### config.mk
export PLATFORM = sky130hd
export DESIGN_NAME = reg_dump_reader
export DESIGN_NICKNAME = d
export VERILOG_FILES = /design/src/rtl/reg_dump_reader.sv
export SDC_FILE = /design/constraint.sdc
export NUM_CORES = 1
export LEC_CHECK = 0
export CAP_MARGIN = 40
export CORE_MARGIN = 1
export CORE_UTILIZATION = 46
export CTS_BUF_LIST = sky130_fd_sc_hd__clkbuf_16
export CTS_CLUSTER_SIZE = 20
export DETAILED_ROUTE_END_ITERATION = 10
export PLACE_DENSITY = 0.84
export SLEW_MARGIN = 20
export SYNTH_ARGS = -nofsm -noshare
export SYNTH_HDL_FRONTEND = slang
export SYNTH_SLANG_ARGS = --single-unit
### constraint.sdc
create_clock -name clk -period 3.46 [get_ports clk]
set_clock_uncertainty 0.15 [all_clocks]
set_input_delay 0.346 -clock clk [delete_from_list [all_inputs] [get_ports clk]]
set_output_delay 0.346 -clock clk [all_outputs]
set_load 0.05 [all_outputs]
### src/rtl/reg_dump_reader.sv
// reg_dump_reader: steps through all 32 register-file addresses and presents each value on a valid/ready port.
// With SKIP_ZERO set, registers that read as zero are passed over without producing an entry.
module reg_dump_reader #(
    parameter bit SKIP_ZERO = 1'b0
) (
    input  logic        clk,
    input  logic        reset,
    input  logic        start,
    input  logic        abort,
    output logic [4:0]  rd_addr,
    input  logic [31:0] rd_data,
    output logic        out_valid,
    input  logic        out_ready,
    output logic [4:0]  out_idx,
    output logic [31:0] out_data,
    output logic        busy,
    output logic        done
);
    typedef enum logic [1:0] {IDLE, READ, HOLD, DONE} state_t;
    state_t     state;
    logic [4:0] idx;
    assign rd_addr = idx;
    always_ff @(posedge clk or posedge reset) begin
        if (reset) begin
            state     <= IDLE;
            idx       <= '0;
            out_valid <= 1'b0;
            out_idx   <= '0;
            out_data  <= '0;
            busy      <= 1'b0;
            done      <= 1'b0;
        end else if (abort && state != IDLE) begin
            state     <= IDLE;
            idx       <= '0;
            out_valid <= 1'b0;
            busy      <= 1'b0;
            done      <= 1'b0;
        end else begin
            case (state)
                IDLE: if (start && !abort) begin
                    state <= READ;
                    busy  <= 1'b1;
                end
                READ: if (SKIP_ZERO && rd_data == 32'h0) begin
                    if (idx == 5'd31) begin
                        state <= DONE;
                        done  <= 1'b1;
                    end else idx <= idx + 5'd1;
                end else begin
                    out_data  <= rd_data;
                    out_idx   <= idx;
                    out_valid <= 1'b1;
                    state     <= HOLD;
                end
                HOLD: if (out_ready) begin
                    out_valid <= 1'b0;
                    if (idx == 5'd31) begin
                        state <= DONE;
                        done  <= 1'b1;
                    end else begin
                        idx   <= idx + 5'd1;
                        state <= READ;
                    end
                end
                default: begin
                    state <= IDLE;
                    idx   <= '0;
                    busy  <= 1'b0;
                    done  <= 1'b0;
                end
            endcase
        end
    end
endmodule

### Yosys cells after proc, flatten, opt, wreduce, memory -nomap -nowiden

Index checks and enable logic that the tools add are counted.

| storage, ports and cells | value |
|---|---|
| logic and storage cells | 51 |
| register bits after elaboration | 47 |
| output and inout port bits | 45 |
| input port bits | 37 |

| operators by class | value |
|---|---|
| eq/ne operators | 9 |
| bitwise operators | 1 |
| add/subtract/negate cells | 1 |
| multiplexer cells | 19 |
| reduce and logical (&&, ||, !) cells | 14 |

Operators with widths:

| operator | count |
|---|---|
| $mux W5 | 3 |
| $ne A3 B3 Y1 const B | 4 |
| $pmux W5 S2 | 1 |
| $mux W2 | 4 |
| $reduce_and A2 Y1 | 4 |
| $mux W1 | 7 |
| $pmux W1 S2 | 3 |
| $pmux W2 S3 | 1 |
| $reduce_and A3 Y1 | 2 |
| $add A5 B1 Y5 const B | 1 |
| $eq A5 B5 Y1 const B | 1 |
| $ne A2 B1 Y1 const B | 2 |
| $reduce_or A2 Y1 | 2 |
| $reduce_bool A3 Y1 | 1 |
| $eq A2 B1 Y1 const B | 1 |
| $eq A2 B2 Y1 const B | 1 |
| $logic_and A1 B1 Y1 | 2 |
| $logic_not A2 Y1 | 1 |
| $reduce_bool A2 Y1 | 1 |
| $logic_not A1 Y1 | 1 |
| $not A1 Y1 | 1 |

### Depth between registers and ports, before layout

Gate-level depths: netlist of the first run.

| depth | value |
|---|---|
| depth after elaboration | 5 |
| depth in mapped cells | 8 |
| depth with buffers taken out | 7 |

### Worst setup path after synthesis of the first run

OpenSTA, ideal clock, no wires.

| timing path | value |
|---|---|
| path kind | reg-to-reg |
| start point | register idx[0] (netlist: rd_addr[0]) |
| end point | register idx[3] (netlist: rd_addr[3]) |
| setup slack | 1.172 ns |
| clock period less this slack | 2.288 ns |
| arrival time | 2.061 ns |
| required time | 3.233 ns |
| stages on the path, launching flop included | 8 |
| cell sequence | dfrtp_1 ha_1 and3_1 ha_1 nor2b_1 o311ai_2 or3_1 a21oi_1 |

| between the ends | value |
|---|---|
| word-level cells in the longest chain between the ends | 5 |
| elaborated cells on any way between the ends | 8 |
| classes of those cells | add/sub (1); eq/ne (2); mux (4); reduce/logical (1) |

RTL lines:

| item | RTL line | source |
|---|---|---|
| start: declaration | 21 | `logic [4:0] idx;` |
| start signal: assignment | 48 | `end else idx <= idx + 5'd1;` |
| start signal: assignment | 61 | `idx <= idx + 5'd1;` |
| $add A5 B1 Y5 | 61 |  |
| $mux W5 | 57 | `if (idx == 5'd31) begin` |
| $mux W5 | 55 | `HOLD: if (out_ready) begin` |
| $pmux W5 S2 | 39 | `case (state)` |
| $mux W5 | 32 | `end else if (abort && state != IDLE) begin` |

Parallel ways exist; a longest one is shown, timed or not. The select of a mux whose other input is x is not followed.
A chain may end at the register's enable or synchronous reset.

### Worst setup path after layout of the first run

| timing path | value |
|---|---|
| start point | register state[0] |
| end point | register out_data[22] |

| between the ends | value |
|---|---|
| word-level cells in the longest chain between the ends | 4 |
| elaborated cells on any way between the ends | 5 |
| classes of those cells | eq/ne (1); bitwise (1); reduce/logical (3) |

RTL lines:

| item | RTL line | source |
|---|---|---|
| start: declaration | 20 | `state_t state;` |
| start signal: assignment | 25 | `state <= IDLE;` |
| start signal: assignment | 33 | `state <= IDLE;` |
| start signal: assignment | 41 | `state <= READ;` |
| $reduce_bool A2 Y1 | 32 |  |
| $logic_and A1 B1 Y1 | 32 |  |
| $not A1 Y1 (no line) | n/a |  |
| $reduce_and A2 Y1 (no line) (*) | n/a |  |
| end signal: assignment | 50 | `out_data <= rd_data;` |
| end: declaration | 15 | `output logic [31:0] out_data,` |

Mark *: on every way between the ends. The rest lies on a longest branch, timed or not.

==> impl_metrics.tcl, run 1 <==
set metrics [dict create \
    fillers 297 \
    syn2layout_area_growth_pct 50.3 \
    setup_viol 0 \
    antenna_cells 0 \
    place_congestion 0.838 \
    critPathArrivalTime_ns 2.33 \
    syn_inst 150 \
    slew_headroom_pct 62.6 \
    endpoint_kind "register" \
    vias 1431 \
    status "complete, no violations" \
    numCtsBuffers 5 \
    tightest_slew_ns 0.560 \
    critPathKind "register to register" \
    min_period_ns 2.32 \
    regArea_um2 1180 \
    ys_top_cells_by_count "47 x dfrtp_1, 18 x mux2_2, 18 x mux2_4" \
    synth_top_area_cell "dfrtp_1" \
    place_hpwl_um 3110 \
    hold_path_class "input port to asynchronous set/reset pin" \
    antenna_found_initial 0 \
    rsz0062_at_grt "false" \
    grt_use_total_pct 19.6 \
    clock_latency_ns 0.28 \
    cts-hold-fix-buffers 0 \
    yosys_most_used_dff "dfrtp_1" \
    grt_first_pass_wirelength_um 6570 \
    synth_nets 192 \
    worstSetupStartpointType "register" \
    synth_seq_cells 47 \
    die-area_um2 4720 \
    synthesis.area_um2 2050 \
    drive_above_1_share_pct 20.4 \
    initial_core_util_pct 49.4 \
    wl_per_cell_um 15.5 \
    max-clock-path-buffers 2 \
    post-cts-setup-buffers 0 \
    async_flop_share_pct 100 \
    io_buffers 81 \
    dieHeight_um 68.7 \
    globalRouteOverflowTotal 0 \
    first_iter_violations 51 \
    synth.top_cell.area_share_pct 57.5 \
    syn_avg_cell_area_um2 13.6 \
    synth_edf_count 0 \
    grt_max_degree 39 \
    cts.clk_slew.worst_paths_ns 0.06 \
    wl_met3_um 378 \
    synth.area.top_cells "dfrtp_1 57%, mux2_4 13%, mux2_2 9.9%, ha_1 3.1%, nand2_1 2.0%" \
    fmax_ghz 0.431 \
    p_per_area_nw_per_um2 1080 \
    cts_root_buffer "clkbuf_16" \
    yosysSeqAreaShare_pct 57.5 \
    highest_layer "met4" \
    irDropWorstVdd_uv 572 \
    r2r_cells 6 \
    ioPinCount 82 \
    ys_warn_count 0 \
    timing.hold.ws_ns 0.285 \
    htree_levels 2 \
    dr.pass1.iters 4 \
    final_nets 277 \
    finalCritPeriodShare_pct 67.1 \
    finalMaxSlewViolations 0 \
    multi_input_area_um2 803 \
    met1_length_um 1880 \
    detail-route-antenna-nets 0 \
    cp_max_fo 38 \
    drc 0 \
    drv_cap 0 \
    routed_via_density 5.02 \
    core_area_um2 4140 \
    finalSetupTns_ns 0 \
    p_leak_uw 0.00138 \
    ys_types 26 \
    clkSinkCount 47 \
    finalHoldViolations 0 \
    post_cts_resized 0 \
    route.met2.wl_um 2090 \
    synth.most_common_cell "dfrtp_1" \
    grt_pass1_vias 1391 \
    wirelength_um 4420 \
    die_w_um 68.7 \
    critPathRequiredTime_ns 3.47 \
    cts_tree "done" \
    rows 23 \
]
==> where the power goes <==
part,switching [uW],total (uW),internal [uW]
clock network,186,519,334
registers,124,902,778
logic,1140,1910,769
total,1450,3330,1880
==> path summary, 6_finish.rpt <==
kind,start,to,slack (ns)
setup / recovery,state[0],out_data[22],1.14
hold / removal,reset,out_data[6],0.29
setup reg to reg,state[0],out_data[22],1.14
hold reg to reg,out_idx[2],out_idx[2],0.35
max in group asynchronous,reset,out_valid,2.38
min in group clk,out_idx[2],out_idx[2],0.35
==> worst max-delay path, cell delays in order (launching register included) <==
cell and delay, ns:
dfrtp_1 0.40, inv_1 0.11, ha_1 0.30, nand2b_2 0.27, nand2_2 0.09, buf_4 0.47
mux2_2 0.41
==> cell usage in the layout (no fill, tap or decap), types with 2 or more instances in the layout <==
| cell type | Yosys | routed |
|---|---|---|
| clkbuf_16 | 0 | 5 |
| nor2_1 | 5 | 5 |
| o21ai_0 | 7 | 7 |
| a31oi_1 | 4 | 4 |
| mux2_2 | 18 | 18 |
| nand3_1 | 5 | 5 |
| a21oi_1 | 4 | 4 |
| clkdlybuf4s50_1 | 0 | 81 |
| nor2b_1 | 2 | 2 |
| inv_1 | 8 | 8 |
| dfrtp_1 | 47 | 47 |
| ha_1 | 5 | 5 |
| mux2_4 | 18 | 18 |
| nand2_1 | 11 | 10 |
==> cell type report <==
| type | count | share of cell area [%] |
|---|---|---|
| Sequential cell | 47 | 38.2 |
| Multi-Input combinational cell | 90 | 26.1 |
| Inverter | 8 | 0.976 |
| Tap cell | 50 | 2.03 |
| Clock inverter | 2 | 1.10 |
| Timing Repair Buffer | 83 | 27.5 |
| Clock buffer | 5 | 4.07 |
==> registers in the layout (all words and copies together), names as in the netlist <==
name / count
out_valid: 1
busy: 1
out_data: 32
done: 1
state: 2
rd_addr: 5
out_idx: 5
==> cell families (layout without fill, tap and decap cells) <==
group / Yosys count / after routing / share of synthesized area [%]
AO/OA/AOI/OAI: 20 / 20 / 6.17
adder cells (fa/ha/maj): 5 / 5 / 3.06
buffers and inverters: 13 / 98 / 3.42
flip-flops: 47 / 47 / 57.5
multiplexers: 36 / 36 / 23.1
AND/OR/NAND/NOR: 29 / 29 / 6.79
==> layer usage <==
metal,global-route usage [%],vias to the layer above
li1,-,692
met2,30.4,65
met3,5.59,8
met1,25.2,666
met4,9.69,0
met5,0,-
==> per-stage QoR <==
| stage | utilization, % | setup slack [ns] | cell area, um^2 | power, uW | std cells |
|---|---|---|---|---|---|
| global placement | 69.7 | 1.10 | 2890 | 2790 | 277 |
| floorplan | - | 1.17 | 2050 | 2260 | 150 |
| detailed placement | 70.4 | 1.05 | 2920 | 2820 | 278 |
| finish | 74.2 | 1.14 | 3080 | 3330 | 285 |
| global route | 74.2 | 1.02 | 3080 | 3500 | 285 |
| CTS | 74.2 | 1.13 | 3080 | 3360 | 285 |
Note: power is estimated with default switching activity, not from simulation.
==> run 2: changes to the inputs <==
--- a/config.mk
+++ b/config.mk
@@ -7,11 +7,11 @@
 export LEC_CHECK = 0
 export CAP_MARGIN = 40
 export CORE_MARGIN = 1
-export CORE_UTILIZATION = 46
+export CORE_UTILIZATION = 43
 export CTS_BUF_LIST = sky130_fd_sc_hd__clkbuf_16
 export CTS_CLUSTER_SIZE = 20
 export DETAILED_ROUTE_END_ITERATION = 10
-export PLACE_DENSITY = 0.84
+export PLACE_DENSITY = 0.8
 export SLEW_MARGIN = 20
 export SYNTH_ARGS = -nofsm -noshare
 export SYNTH_HDL_FRONTEND = slang
==> constraint.sdc (replaced) <==
create_clock -name clk -period 2.2 [get_ports clk]
set_clock_uncertainty 0.15 [all_clocks]
set_input_delay 0.22 -clock clk [delete_from_list [all_inputs] [get_ports clk]]
set_output_delay 0.22 -clock clk [all_outputs]
set_load 0.05 [all_outputs]
==> impl_metrics.tcl, run 2 (synthesis results as in run 1) <==
set metrics [dict create \
    p_clk_share_pct 13.6 \
    critPathRequiredTime_ns 2.25 \
    power_frac_comb_pct 59.5 \
    first_iter_violations 85 \
    antenna_cells 0 \
    finalMaxSlewViolations 0 \
    setup_ws_ns 0.124 \
    p_leak_uw 0.00140 \
    io_buffers 81 \
    timing.hold.ws_ns 0.138 \
    final_common_cell "clkdlybuf4s50_1" \
    top_register "out_data" \
    ioPinCount 82 \
    antenna_found_initial 0 \
    grt_first_pass_wirelength_um 7200 \
    max-clock-path-buffers 2 \
    irDropWorstVdd_uv 738 \
    tightest_slew_ns 0.539 \
    initial_core_util_pct 45.7 \
    globalRouteOverflowTotal 0 \
    swShare_pct 44.0 \
    worstSetupStartpointType "register" \
    numCtsBuffers 5 \
    syn2layout_area_growth_pct 52.4 \
    drive_above_1_share_pct 23.2 \
    detail-route-antenna-nets 0 \
    switchingPower_uw 2300 \
    cell_internal_pwr_uw 2930 \
    cp_common_cell "ha_1" \
    finalSetupTns_ns 0 \
    wirelength_um 4280 \
    cts_tree "done" \
    grt_max_degree 27 \
    clkSinkCount 47 \
    cts-hold-fix-buffers 0 \
    vias 1463 \
    regArea_um2 1180 \
    cts_root_buffer "clkbuf_16" \
    final_nets 282 \
    cts.clk_slew.worst_paths_ns 0.06 \
    cp_max_fo 5 \
    place_ws_ns 0.152 \
    power_uw 5230 \
    fmax_ghz 0.482 \
    wl_per_cell_um 14.6 \
    cp_cell_sequence "ha_1 > and3_1 > ha_1 > nor2b_1 > o311ai_2 > or3_1 > a21oi_1" \
    min_period_ns 2.08 \
    place_congestion 0.865 \
    critPathArrivalTime_ns 2.12 \
    setup_viol 0 \
    rows 24 \
    p_per_area_nw_per_um2 1680 \
    status "complete, but fails checks" \
    finalCritPeriodShare_pct 94.4 \
    largest_reg_flops 32 \
    htree_levels 2 \
    routed_via_density 4.99 \
    endpoint_kind "register" \
    dr.pass1.iters 8 \
    hold_path_class "input port to asynchronous set/reset pin" \
    slowest_stage "dfrtp_2" \
    post-cts-setup-buffers 0 \
    seqPwrFrac_pct 26.8 \
    dieHeight_um 71.0 \
    place_hpwl_um 3180 \
    final_cell_mix "81 x clkdlybuf4s50_1, 45 x dfrtp_1, 18 x mux2_4, 18 x mux2_2, 10 x nand2_1" \
    slew_headroom_pct 63.9 \
    drv_cap 0 \
    r2r_cells 7 \
    finalHoldViolations 0 \
    violations "design-rule violations" \
    clock_latency_ns 0.28 \
    multi_input_area_um2 803 \
    drc 9 \
    critPathKind "register to register" \
    fillers 336 \
    die_w_um 71.0 \
    grt_pass1_vias 1432 \
    die-area_um2 5040 \
    core_area_um2 4470 \
    post_cts_resized 0 \
    slowest_delay_ns 0.43 \
    rsz0062_at_grt "false" \
    grt_use_total_pct 18.1 \
]
## run 2: changes by cell type in the layout (fill, tap and decap cells not counted), moves of 2 or more
cell	before	now
buf_12	0	3
buf_4	1	4
dfrtp_1	47	45
dfrtp_2	0	2
## run 2: power by group through the flow
| stage | registers, uW | logic (uW) | clock network (uW) |
|---|---|---|---|
| after CTS | 1410 | 3140 | 734 |
| after detailed placement | 1420 | 3130 | 0 |
| final | 1410 | 3120 | 712 |
| after global placement | 1400 | 3090 | 0 |
| after global routing | 1460 | 3260 | 777 |
| after floorplan | 2590 | 958 | 0 |
## run 2: stage by stage
| stage | cell area, um^2 | util (%) | cells |
|---|---|---|---|
| 2_1_floorplan | 2050 | - | 150 |
| 3_3_place_gp | 2980 | 66.6 | 285 |
| 3_5_place_dp | 2980 | 66.6 | 285 |
| 4_1_cts | 3120 | 69.7 | 293 |
| 5_1_grt | 3120 | 69.7 | 293 |
| 6_report | 3120 | 69.7 | 293 |
## run 2: path summary, 6_finish.rpt
path	from	end	slack, ns
setup reg to reg	rd_addr[1]	rd_addr[3]	0.12
hold / removal	reset	out_data[5]	0.14
min in group clk	out_data[16]	out_data[16]	0.35
max in group asynchronous	reset	rd_addr[0]	1.24
hold reg to reg	out_data[16]	out_data[16]	0.35
setup / recovery	rd_addr[1]	rd_addr[3]	0.12
## run 2: layout make-up
| type | count | share of cell area [%] |
|---|---|---|
| well taps | 52 | 2.09 |
| clock inverters | 3 | 0.521 |
| clock buffers | 5 | 4.01 |
| multi-input cells | 90 | 25.8 |
| inverters | 8 | 0.963 |
| flip-flops and latches | 47 | 37.8 |
| repair buffers | 88 | 28.9 |
## run 2: layer usage
layer	global-route usage [%]	wire length [um]
met2	29.0	2090
met4	2.67	0
met3	5.13	299
met1	25.4	1890
met5	0	0
## run 2: critical path: cells and delay by family, from the launching register on
kind / cells / cell delay [ns]
compound gates: 2 / 0.25
fa+ha+maj: 2 / 0.44
flops: 1 / 0.43
simple gates: 3 / 0.72
